[src/rtl/riscv_ctrl_pkg.sv]
// Shared encodings for the multicycle RISC-V controller: state codes, opcodes,
// ALU operation codes and datapath mux selects.
package riscv_ctrl_pkg;

    typedef enum logic [3:0] {
        S_FETCH    = 4'd0,
        S_DECODE   = 4'd1,
        S_MEMADR   = 4'd2,
        S_MEMREAD  = 4'd3,
        S_MEMWB    = 4'd4,
        S_MEMWRITE = 4'd5,
        S_EXECUTER = 4'd6,
        S_EXECUTEI = 4'd7,
        S_ALUWB    = 4'd8,
        S_BEQ      = 4'd9,
        S_JAL      = 4'd10
    } state_t;

    localparam logic [6:0] OP_LW  = 7'b0000011;
    localparam logic [6:0] OP_SW  = 7'b0100011;
    localparam logic [6:0] OP_R   = 7'b0110011;
    localparam logic [6:0] OP_I   = 7'b0010011;
    localparam logic [6:0] OP_JAL = 7'b1101111;
    localparam logic [6:0] OP_BR  = 7'b1100011;

    localparam logic [2:0] ALU_ADD = 3'b000;
    localparam logic [2:0] ALU_SUB = 3'b001;
    localparam logic [2:0] ALU_AND = 3'b010;
    localparam logic [2:0] ALU_OR  = 3'b011;
    localparam logic [2:0] ALU_SLT = 3'b101;

    localparam logic [1:0] SRCA_PC    = 2'b00;
    localparam logic [1:0] SRCA_OLDPC = 2'b01;
    localparam logic [1:0] SRCA_REG   = 2'b10;
    localparam logic [1:0] SRCB_WD    = 2'b00;
    localparam logic [1:0] SRCB_IMM   = 2'b01;
    localparam logic [1:0] SRCB_FOUR  = 2'b10;
    localparam logic [1:0] RES_ALUOUT = 2'b00;
    localparam logic [1:0] RES_DATA   = 2'b01;
    localparam logic [1:0] RES_ALURES = 2'b10;
    localparam logic       ADR_PC     = 1'b0;
    localparam logic       ADR_RESULT = 1'b1;

    localparam logic [1:0] IMM_I = 2'b00;
    localparam logic [1:0] IMM_S = 2'b01;
    localparam logic [1:0] IMM_B = 2'b10;
    localparam logic [1:0] IMM_J = 2'b11;

    function automatic logic [1:0] imm_src(input logic [6:0] op);
        logic [1:0] sel;
        case (op)
            OP_I:    sel = IMM_I;
            OP_SW:   sel = IMM_S;
            OP_BR:   sel = IMM_B;
            OP_JAL:  sel = IMM_J;
            default: sel = IMM_I;
        endcase
        return sel;
    endfunction

endpackage

[src/rtl/multicycle_controller_if.sv]
// Instruction fields in, datapath controls out. master = controller side,
// slave = datapath side.
interface multicycle_controller_if;
    logic [6:0] OP;
    logic [2:0] funct3;
    logic       funct7;
    logic       Zero;
    logic       PCWrite;
    logic       AdrSrc;
    logic       MemWrite;
    logic       IRWrite;
    logic       RegWrite;
    logic [1:0] ResultSrc;
    logic [1:0] ALUSrcA;
    logic [1:0] ALUSrcB;
    logic [1:0] ImmSrc;
    logic [2:0] ALUControl;
    logic       IllegalInstr;
    logic [3:0] State;

    modport master (
        input  OP, funct3, funct7, Zero,
        output PCWrite, AdrSrc, MemWrite, IRWrite, RegWrite, ResultSrc,
               ALUSrcA, ALUSrcB, ImmSrc, ALUControl, IllegalInstr, State
    );
    modport slave (
        output OP, funct3, funct7, Zero,
        input  PCWrite, AdrSrc, MemWrite, IRWrite, RegWrite, ResultSrc,
               ALUSrcA, ALUSrcB, ImmSrc, ALUControl, IllegalInstr, State
    );
endinterface

[src/rtl/multicycle_controller_alu_decoder.sv]
// ALU operation decode from funct3/funct7; purely combinational, flags
// funct3 values the ALU does not implement.
module alu_decoder
    import riscv_ctrl_pkg::*;
(
    input  logic       i_is_rtype,
    input  logic [2:0] i_funct3,
    input  logic       i_funct7,
    output logic [2:0] o_alu_control,
    output logic       o_illegal
);
    always_comb begin
        o_alu_control = ALU_ADD;
        o_illegal     = 1'b0;
        case (i_funct3)
            3'b000:  o_alu_control = (i_is_rtype && i_funct7) ? ALU_SUB : ALU_ADD;
            3'b010:  o_alu_control = ALU_SLT;
            3'b110:  o_alu_control = ALU_OR;
            3'b111:  o_alu_control = ALU_AND;
            default: o_illegal = 1'b1;
        endcase
    end
endmodule

[src/rtl/multicycle_controller.sv]
// Multicycle RISC-V control FSM; Moore outputs, memory states dwell MEM_LATENCY cycles.
// EN=0 stalls and masks write enables. MULTICYCLE_CTRL_BNE_EN adds bne to the BEQ state.
module multicycle_controller
    import riscv_ctrl_pkg::*;
#(
    parameter int unsigned MEM_LATENCY = 1
) (
    input  logic CLK,
    input  logic RESET,
    input  logic EN,
    multicycle_controller_if.master bus
);
    localparam logic [3:0] LAST_CNT = 4'(MEM_LATENCY - 1);

    state_t     r_state, w_next;
    logic [3:0] r_cnt;
    logic       w_last, w_gate, w_beq_take;
    logic [2:0] w_dec_alu;
    logic       w_dec_illegal;
    logic       w_pcwrite, w_memwrite, w_irwrite, w_regwrite, w_illegal, w_adrsrc;
    logic [1:0] w_resultsrc, w_srca, w_srcb;
    logic [2:0] w_aluctl;

    assign w_last = (r_cnt == LAST_CNT);
    // Reset is folded in so a stuck-at-FETCH reset never fires IRWrite/PCWrite.
    assign w_gate = EN & RESET;

`ifdef MULTICYCLE_CTRL_BNE_EN
    assign w_beq_take = (bus.funct3 == 3'b001) ? ~bus.Zero : bus.Zero;
`else
    assign w_beq_take = bus.Zero;
`endif

    alu_decoder u_alu_decoder (
        .i_is_rtype    (r_state == S_EXECUTER),
        .i_funct3      (bus.funct3),
        .i_funct7      (bus.funct7),
        .o_alu_control (w_dec_alu),
        .o_illegal     (w_dec_illegal)
    );

    always_ff @(posedge CLK or negedge RESET) begin
        if (!RESET) begin
            r_state <= S_FETCH;
            r_cnt   <= 4'd0;
        end else if (EN) begin
            r_state <= w_next;
            r_cnt   <= (w_next == r_state) ? r_cnt + 4'd1 : 4'd0;
        end
    end

    always_comb begin
        w_next      = r_state;
        w_pcwrite   = 1'b0;
        w_memwrite  = 1'b0;
        w_irwrite   = 1'b0;
        w_regwrite  = 1'b0;
        w_illegal   = 1'b0;
        w_adrsrc    = ADR_PC;
        w_resultsrc = RES_ALUOUT;
        w_srca      = SRCA_PC;
        w_srcb      = SRCB_WD;
        w_aluctl    = ALU_ADD;
        case (r_state)
            S_FETCH: begin
                w_srcb      = SRCB_FOUR;
                w_resultsrc = RES_ALURES;
                w_irwrite   = w_last;
                w_pcwrite   = w_last;
                if (w_last) w_next = S_DECODE;
            end
            S_DECODE: begin
                w_srca = SRCA_OLDPC;
                w_srcb = SRCB_IMM;
                case (bus.OP)
                    OP_LW, OP_SW: w_next = S_MEMADR;
                    OP_R:         w_next = S_EXECUTER;
                    OP_I:         w_next = S_EXECUTEI;
                    OP_JAL:       w_next = S_JAL;
                    OP_BR:        w_next = S_BEQ;
                    default: begin
                        w_next    = S_FETCH;
                        w_illegal = 1'b1;
                    end
                endcase
            end
            S_MEMADR: begin
                w_srca = SRCA_REG;
                w_srcb = SRCB_IMM;
                w_next = (bus.OP == OP_SW) ? S_MEMWRITE : S_MEMREAD;
            end
            S_MEMREAD: begin
                w_adrsrc = ADR_RESULT;
                if (w_last) w_next = S_MEMWB;
            end
            S_MEMWB: begin
                w_resultsrc = RES_DATA;
                w_regwrite  = 1'b1;
                w_next      = S_FETCH;
            end
            S_MEMWRITE: begin
                w_adrsrc   = ADR_RESULT;
                w_memwrite = w_last;
                if (w_last) w_next = S_FETCH;
            end
            S_EXECUTER, S_EXECUTEI: begin
                w_srca    = SRCA_REG;
                w_srcb    = (r_state == S_EXECUTEI) ? SRCB_IMM : SRCB_WD;
                w_aluctl  = w_dec_alu;
                w_illegal = w_dec_illegal;
                w_next    = S_ALUWB;
            end
            S_ALUWB: begin
                w_regwrite = 1'b1;
                w_next     = S_FETCH;
            end
            S_BEQ: begin
                w_srca    = SRCA_REG;
                w_aluctl  = ALU_SUB;
                w_pcwrite = w_beq_take;
                w_next    = S_FETCH;
            end
            S_JAL: begin
                w_srca    = SRCA_OLDPC;
                w_srcb    = SRCB_FOUR;
                w_pcwrite = 1'b1;
                w_next    = S_ALUWB;
            end
            default: w_next = S_FETCH;
        endcase
    end

    assign bus.PCWrite      = w_pcwrite  & w_gate;
    assign bus.IRWrite      = w_irwrite  & w_gate;
    assign bus.RegWrite     = w_regwrite & w_gate;
    assign bus.MemWrite     = w_memwrite & w_gate;
    // Gated so a stalled DECODE/EXECUTE still yields a single pulse.
    assign bus.IllegalInstr = w_illegal  & w_gate;
    assign bus.AdrSrc       = w_adrsrc;
    assign bus.ResultSrc    = w_resultsrc;
    assign bus.ALUSrcA      = w_srca;
    assign bus.ALUSrcB      = w_srcb;
    assign bus.ALUControl   = w_aluctl;
    assign bus.ImmSrc       = imm_src(bus.OP);
    assign bus.State        = r_state;
endmodule

[src/flat_wrapper.sv]
// flat-port wrapper written by rule: the top's interface ports become plain ports
module multicycle_controller_flat import riscv_ctrl_pkg::*;
#(
    parameter int unsigned MEM_LATENCY = 1
)
  (CLK, RESET, EN, bus_OP, bus_funct3, bus_funct7, bus_Zero, bus_PCWrite, bus_AdrSrc, bus_MemWrite, bus_IRWrite, bus_RegWrite, bus_ResultSrc, bus_ALUSrcA, bus_ALUSrcB, bus_ImmSrc, bus_ALUControl, bus_IllegalInstr, bus_State);
  multicycle_controller_if bus_i ();
  input  logic CLK;
  input  logic RESET;
  input  logic EN;
  input wire logic [$bits(bus_i.OP)-1:0] bus_OP;
  input wire logic [$bits(bus_i.funct3)-1:0] bus_funct3;
  input wire logic [$bits(bus_i.funct7)-1:0] bus_funct7;
  input wire logic [$bits(bus_i.Zero)-1:0] bus_Zero;
  output wire logic [$bits(bus_i.PCWrite)-1:0] bus_PCWrite;
  output wire logic [$bits(bus_i.AdrSrc)-1:0] bus_AdrSrc;
  output wire logic [$bits(bus_i.MemWrite)-1:0] bus_MemWrite;
  output wire logic [$bits(bus_i.IRWrite)-1:0] bus_IRWrite;
  output wire logic [$bits(bus_i.RegWrite)-1:0] bus_RegWrite;
  output wire logic [$bits(bus_i.ResultSrc)-1:0] bus_ResultSrc;
  output wire logic [$bits(bus_i.ALUSrcA)-1:0] bus_ALUSrcA;
  output wire logic [$bits(bus_i.ALUSrcB)-1:0] bus_ALUSrcB;
  output wire logic [$bits(bus_i.ImmSrc)-1:0] bus_ImmSrc;
  output wire logic [$bits(bus_i.ALUControl)-1:0] bus_ALUControl;
  output wire logic [$bits(bus_i.IllegalInstr)-1:0] bus_IllegalInstr;
  output wire logic [$bits(bus_i.State)-1:0] bus_State;
  assign bus_i.OP = bus_OP;
  assign bus_i.funct3 = bus_funct3;
  assign bus_i.funct7 = bus_funct7;
  assign bus_i.Zero = bus_Zero;
  assign bus_PCWrite = bus_i.PCWrite;
  assign bus_AdrSrc = bus_i.AdrSrc;
  assign bus_MemWrite = bus_i.MemWrite;
  assign bus_IRWrite = bus_i.IRWrite;
  assign bus_RegWrite = bus_i.RegWrite;
  assign bus_ResultSrc = bus_i.ResultSrc;
  assign bus_ALUSrcA = bus_i.ALUSrcA;
  assign bus_ALUSrcB = bus_i.ALUSrcB;
  assign bus_ImmSrc = bus_i.ImmSrc;
  assign bus_ALUControl = bus_i.ALUControl;
  assign bus_IllegalInstr = bus_i.IllegalInstr;
  assign bus_State = bus_i.State;
  multicycle_controller #(.MEM_LATENCY(MEM_LATENCY)) u_core (.CLK(CLK), .RESET(RESET), .EN(EN), .bus(bus_i));
endmodule
[config.mk]
export PLATFORM = sky130hd
export DESIGN_NAME = multicycle_controller_flat
export DESIGN_NICKNAME = d
export VERILOG_FILES = /design/src/rtl/riscv_ctrl_pkg.sv /design/src/rtl/multicycle_controller_if.sv /design/src/rtl/multicycle_controller_alu_decoder.sv /design/src/rtl/multicycle_controller.sv /design/src/flat_wrapper.sv
export SDC_FILE = /design/constraint.sdc
export NUM_CORES = 1
export LEC_CHECK = 0
export BUFFER_PORTS_ARGS = -buffer_cell sky130_fd_sc_hd__buf_2
export CAP_MARGIN = 10
export CORE_UTILIZATION = 51
export CTS_BUF_LIST = sky130_fd_sc_hd__clkbuf_4 sky130_fd_sc_hd__clkbuf_8
export DETAILED_ROUTE_END_ITERATION = 8
export PLACE_DENSITY = 0.91
export SYNTH_ARGS = -nofsm -noshare
export SYNTH_HDL_FRONTEND = slang
export SYNTH_HIERARCHICAL = 1
export SYNTH_SLANG_ARGS = --single-unit
[constraint.sdc]
create_clock -name CLK -period 2.4 [get_ports CLK]
set_input_delay 0.48 -clock CLK [delete_from_list [all_inputs] [get_ports CLK]]
set_output_delay 0.48 -clock CLK [all_outputs]
set_load 0.02 [all_outputs]
==> results.sh <==
export IMPL_status="complete, no violations"
export IMPL_synth_xor_area_share=0.0345
export IMPL_post_synth_fa_ha_maj_area_fraction=0.0246
export IMPL_final_period_minus_worst_setup_slack_ns=2.31
export IMPL_worstSkewPairLatency_ns=0.26
export IMPL_synth_top_family_by_area="simple AND/OR/NAND/NOR gates"
export IMPL_height_of_the_die_um=46.6
export IMPL_area_after_dpl_um2=1250
export IMPL_clk_pin_slew_worst_paths_ns=0.05
export IMPL_setup_failing_eps_final=0
export IMPL_initial_core_util=0.564
export IMPL_max_clock_freq_mhz=432
export IMPL_numCtsBuffers=3
export IMPL_globalRouteMet2Util=0.511
export IMPL_actual_transition_at_the_worst_max_transition_pin_ns=0.504
export IMPL_syn_avg_cell_area_um2=7.21
export IMPL_synth_top_area_share=0.197
export IMPL_io_pin_count=36
export IMPL_final_nets=197
export IMPL_footprint_of_the_multi_input_gates_um2=768
export IMPL_gpl_final_weighted_congestion=0.848
export IMPL_postSynthCellCount=141
export IMPL_synth_area_top_cells="sky130_fd_sc_hd__dfrtp_1 20%, sky130_fd_sc_hd__o21ai_0 6.4%, sky130_fd_sc_hd__nand2_1 4.1%"
export IMPL_filler_cell_count=152
export IMPL_ctsRootBufferMaster="sky130_fd_sc_hd__clkbuf_4"
export IMPL_netlist_area_um2=1020
export IMPL_grt_use_met3=0.0627
export IMPL_grt_pass1_wl_um=4410
export IMPL_postLayoutCellArea_um2=1290
export IMPL_dr_drc_count=0
export IMPL_worst_slew_margin_rel=0.659
export IMPL_vias_per_cell=6.20
export IMPL_cts_sinks=8
export IMPL_layout_setup_ws_ns=0.0867
export IMPL_critPathCaptureType="output port"
export IMPL_grt_most_used_layer="met2"
export IMPL_cp_max_fo=3
export IMPL_chipWidth_um=46.6
export IMPL_synthSimpleGateAreaFrac=0.409
export IMPL_grtUsageTotal=0.284
export IMPL_worstPathArrival_ns=1.83
export IMPL_peakVddDrop_mv=0.513
export IMPL_synth_flop_cell="sky130_fd_sc_hd__dfrtp_1"
export IMPL_post_dp_hpwl_um=2260
export IMPL_r2r_cells=8
export IMPL_drt_pass1_iterations=4
export IMPL_clock_skew_final_ns=0.00308
export IMPL_ys_top_cells_by_count="13 x sky130_fd_sc_hd__o21ai_0, 11 x sky130_fd_sc_hd__nand2_1, 10 x sky130_fd_sc_hd__nor2_1"
export IMPL_cap_viol_max_count=0
export IMPL_synthToLayoutAreaGrowth_pct=27.2
export IMPL_crit_reg2reg_capture="u_core/r_cnt[3]"
export IMPL_grt_overflow_total=0
export IMPL_floorplan_core_area_um2=1800
export IMPL_number_of_placement_rows=15
export IMPL_number_of_buffers_on_the_longest_clock_path=2
export IMPL_start_of_the_worst_register_to_register_path="u_core/r_cnt[0]"
export IMPL_muxShareOfSynthArea=0.0197
export IMPL_synth_sequential_area_ratio=0.197
export IMPL_endpoint="bus_PCWrite"
export IMPL_initial_antenna_violation_count=0
export IMPL_number_of_hold_repair_buffers_added_at_the_cts_stage=0
export IMPL_drtAntennaViolNets=0
export IMPL_synth_compound_gate_area_share=0.249
export IMPL_synth_enable_flop_cells=0
export IMPL_critPathLaunch="u_core/r_cnt[0]"
export IMPL_dr_vias=1258
export IMPL_htree_num_levels=1
export IMPL_share_of_flip_flops_with_an_asynchronous_set_or_reset=1.00
export IMPL_worst_r2r_setup_slack_ns=0.15
export IMPL_detailedPlace_worstSlack_ns=0.188
export IMPL_grt_start_max_net_pins=18
export IMPL_drt_initial_drc_count=81
export IMPL_layout_drive_gt1_share=0.337
export IMPL_fin_crit_sh=0.964
export IMPL_via_count_of_the_first_global_routing_pass=1037
export IMPL_yosys_warnings=6
export IMPL_p_per_cell_area_nw_per_um2=1030
export IMPL_worstHoldPathType="in -> async"
export IMPL_syn_nets=158
export IMPL_die_area_um2=2170
export IMPL_power_leakage_nw=0.608
export IMPL_synth_largest_area_cell="sky130_fd_sc_hd__dfrtp_1"
export IMPL_crit_required_ns=1.92
export IMPL_setup_worst_path_start_class="flop"
export IMPL_antenna_cells=0
export IMPL_gr_usage_met1=0.332
export IMPL_tritoncts="built"
export IMPL_numPortBuffers=35
export IMPL_cell_variety_after_synth=45
export IMPL_post_drt_wl_per_cell_um=14.9
export IMPL_synth_seq_cells=8
export IMPL_yosys_cell_count_top_type="sky130_fd_sc_hd__o21ai_0"
export IMPL_routed_wl_um=3030
export IMPL_worst_setup_path_type="reg -> out"
export IMPL_timing_hold_violations_final=0
export IMPL_layout_area_seq_um2=203
export IMPL_drv_slew=0
through the flow:
stage / util / TNS, ns / cells / total power, W / hold slack [ns]
after floorplan: - / 0 / 141 / 0.000898 / 0.184
after global placement: 0.694 / 0 / 200 / 0.00112 / 0.413
after detailed placement: 0.694 / 0 / 200 / 0.00116 / 0.414
after CTS: 0.707 / 0 / 203 / 0.00128 / 0.125
after global routing: 0.717 / -0.00830 / 203 / 0.00142 / 0.140
final: 0.717 / 0 / 203 / 0.00134 / 0.133
critical path, stage by stage (launching register included):
cell	delay, ns
sky130_fd_sc_hd__dfrtp_1	0.40
sky130_fd_sc_hd__inv_1	0.10
sky130_fd_sc_hd__ha_2	0.20
sky130_fd_sc_hd__or3b_4	0.42
sky130_fd_sc_hd__nor4_4	0.15
sky130_fd_sc_hd__o21bai_1	0.14
sky130_fd_sc_hd__buf_4	0.15
timing repair:
action,in CTS,in global routing
setup buffers,0,0
pin swaps,1,0
resized for setup,0,6
endpoints found under the setup margin,1,3
layout by cell type, fill, tap and decap left out, types with 2 or more instances in the layout:
cell type and n:
sky130_fd_sc_hd__buf_2 34, sky130_fd_sc_hd__o21ai_0 13, sky130_fd_sc_hd__nand2_1 11, sky130_fd_sc_hd__nor2_1 10, sky130_fd_sc_hd__buf_4 9, sky130_fd_sc_hd__inv_1 8, sky130_fd_sc_hd__nand3_1 7, sky130_fd_sc_hd__nand2b_1 6
sky130_fd_sc_hd__a21oi_1 6, sky130_fd_sc_hd__dfrtp_1 6, sky130_fd_sc_hd__nor3_1 5, sky130_fd_sc_hd__nor2b_1 5, sky130_fd_sc_hd__and3_1 4, sky130_fd_sc_hd__o21ai_1 4, sky130_fd_sc_hd__clkbuf_4 3, sky130_fd_sc_hd__xnor2_1 3
sky130_fd_sc_hd__nor3b_1 3, sky130_fd_sc_hd__nand4_1 3, sky130_fd_sc_hd__a31oi_1 3, sky130_fd_sc_hd__nor4_1 2, sky130_fd_sc_hd__o22ai_1 2, sky130_fd_sc_hd__or3_1 2, sky130_fd_sc_hd__mux2i_1 2, sky130_fd_sc_hd__dfrtp_2 2
per-layer routing:
layer,wire [µm],part of all wire
met3,235,0.078
met1,1270,0.42
met4,28,0.0092
met2,1500,0.50
met5,0,0
state kept, by name (all words and copies together) (netlist names):
| register | flops |
|---|---|
| u_core/r_cnt | 4 |
| u_core/bus.State | 4 |
where the power goes:
part	leakage (nW)	switching [W]	internal [W]
Combinational	0.489	0.000562	0.000406
Clock	0.0138	0.0000502	0.0000575
Sequential	0.105	0.0000837	0.000177
layout make-up:
class,count,share of cell area
sequential,8,0.157
inverter,8,0.0232
tap,25,0.0242
clock buffer,3,0.0174
timing repair buffer,43,0.184
multi-input combinational,116,0.594
cells by family after synthesis:
family                   count (synthesis)
AND/OR/NAND/NOR                         69
multiplexers                             2
buffers and inverters                   17
XOR/XNOR                                 4
flip-flops                               8
adder cells (fa/ha/maj)                  2
AO/OA/AOI/OAI                           39
how the worst min path moves through the flow:
stage	startpoint	to	slack, ns	cells past startpoint
3_5_place_dp	RESET	u_core/bus.State[3]	0.41	2
2_1_floorplan	RESET	u_core/bus.State[0]	0.18	0
5_1_grt	RESET	u_core/bus.State[3]	0.14	2
4_1_cts	RESET	u_core/bus.State[3]	0.12	2
6_report	RESET	u_core/r_cnt[3]	0.13	2
3_3_place_gp	RESET	u_core/r_cnt[2]	0.41	2
Power figures use the tool's default switching activity.
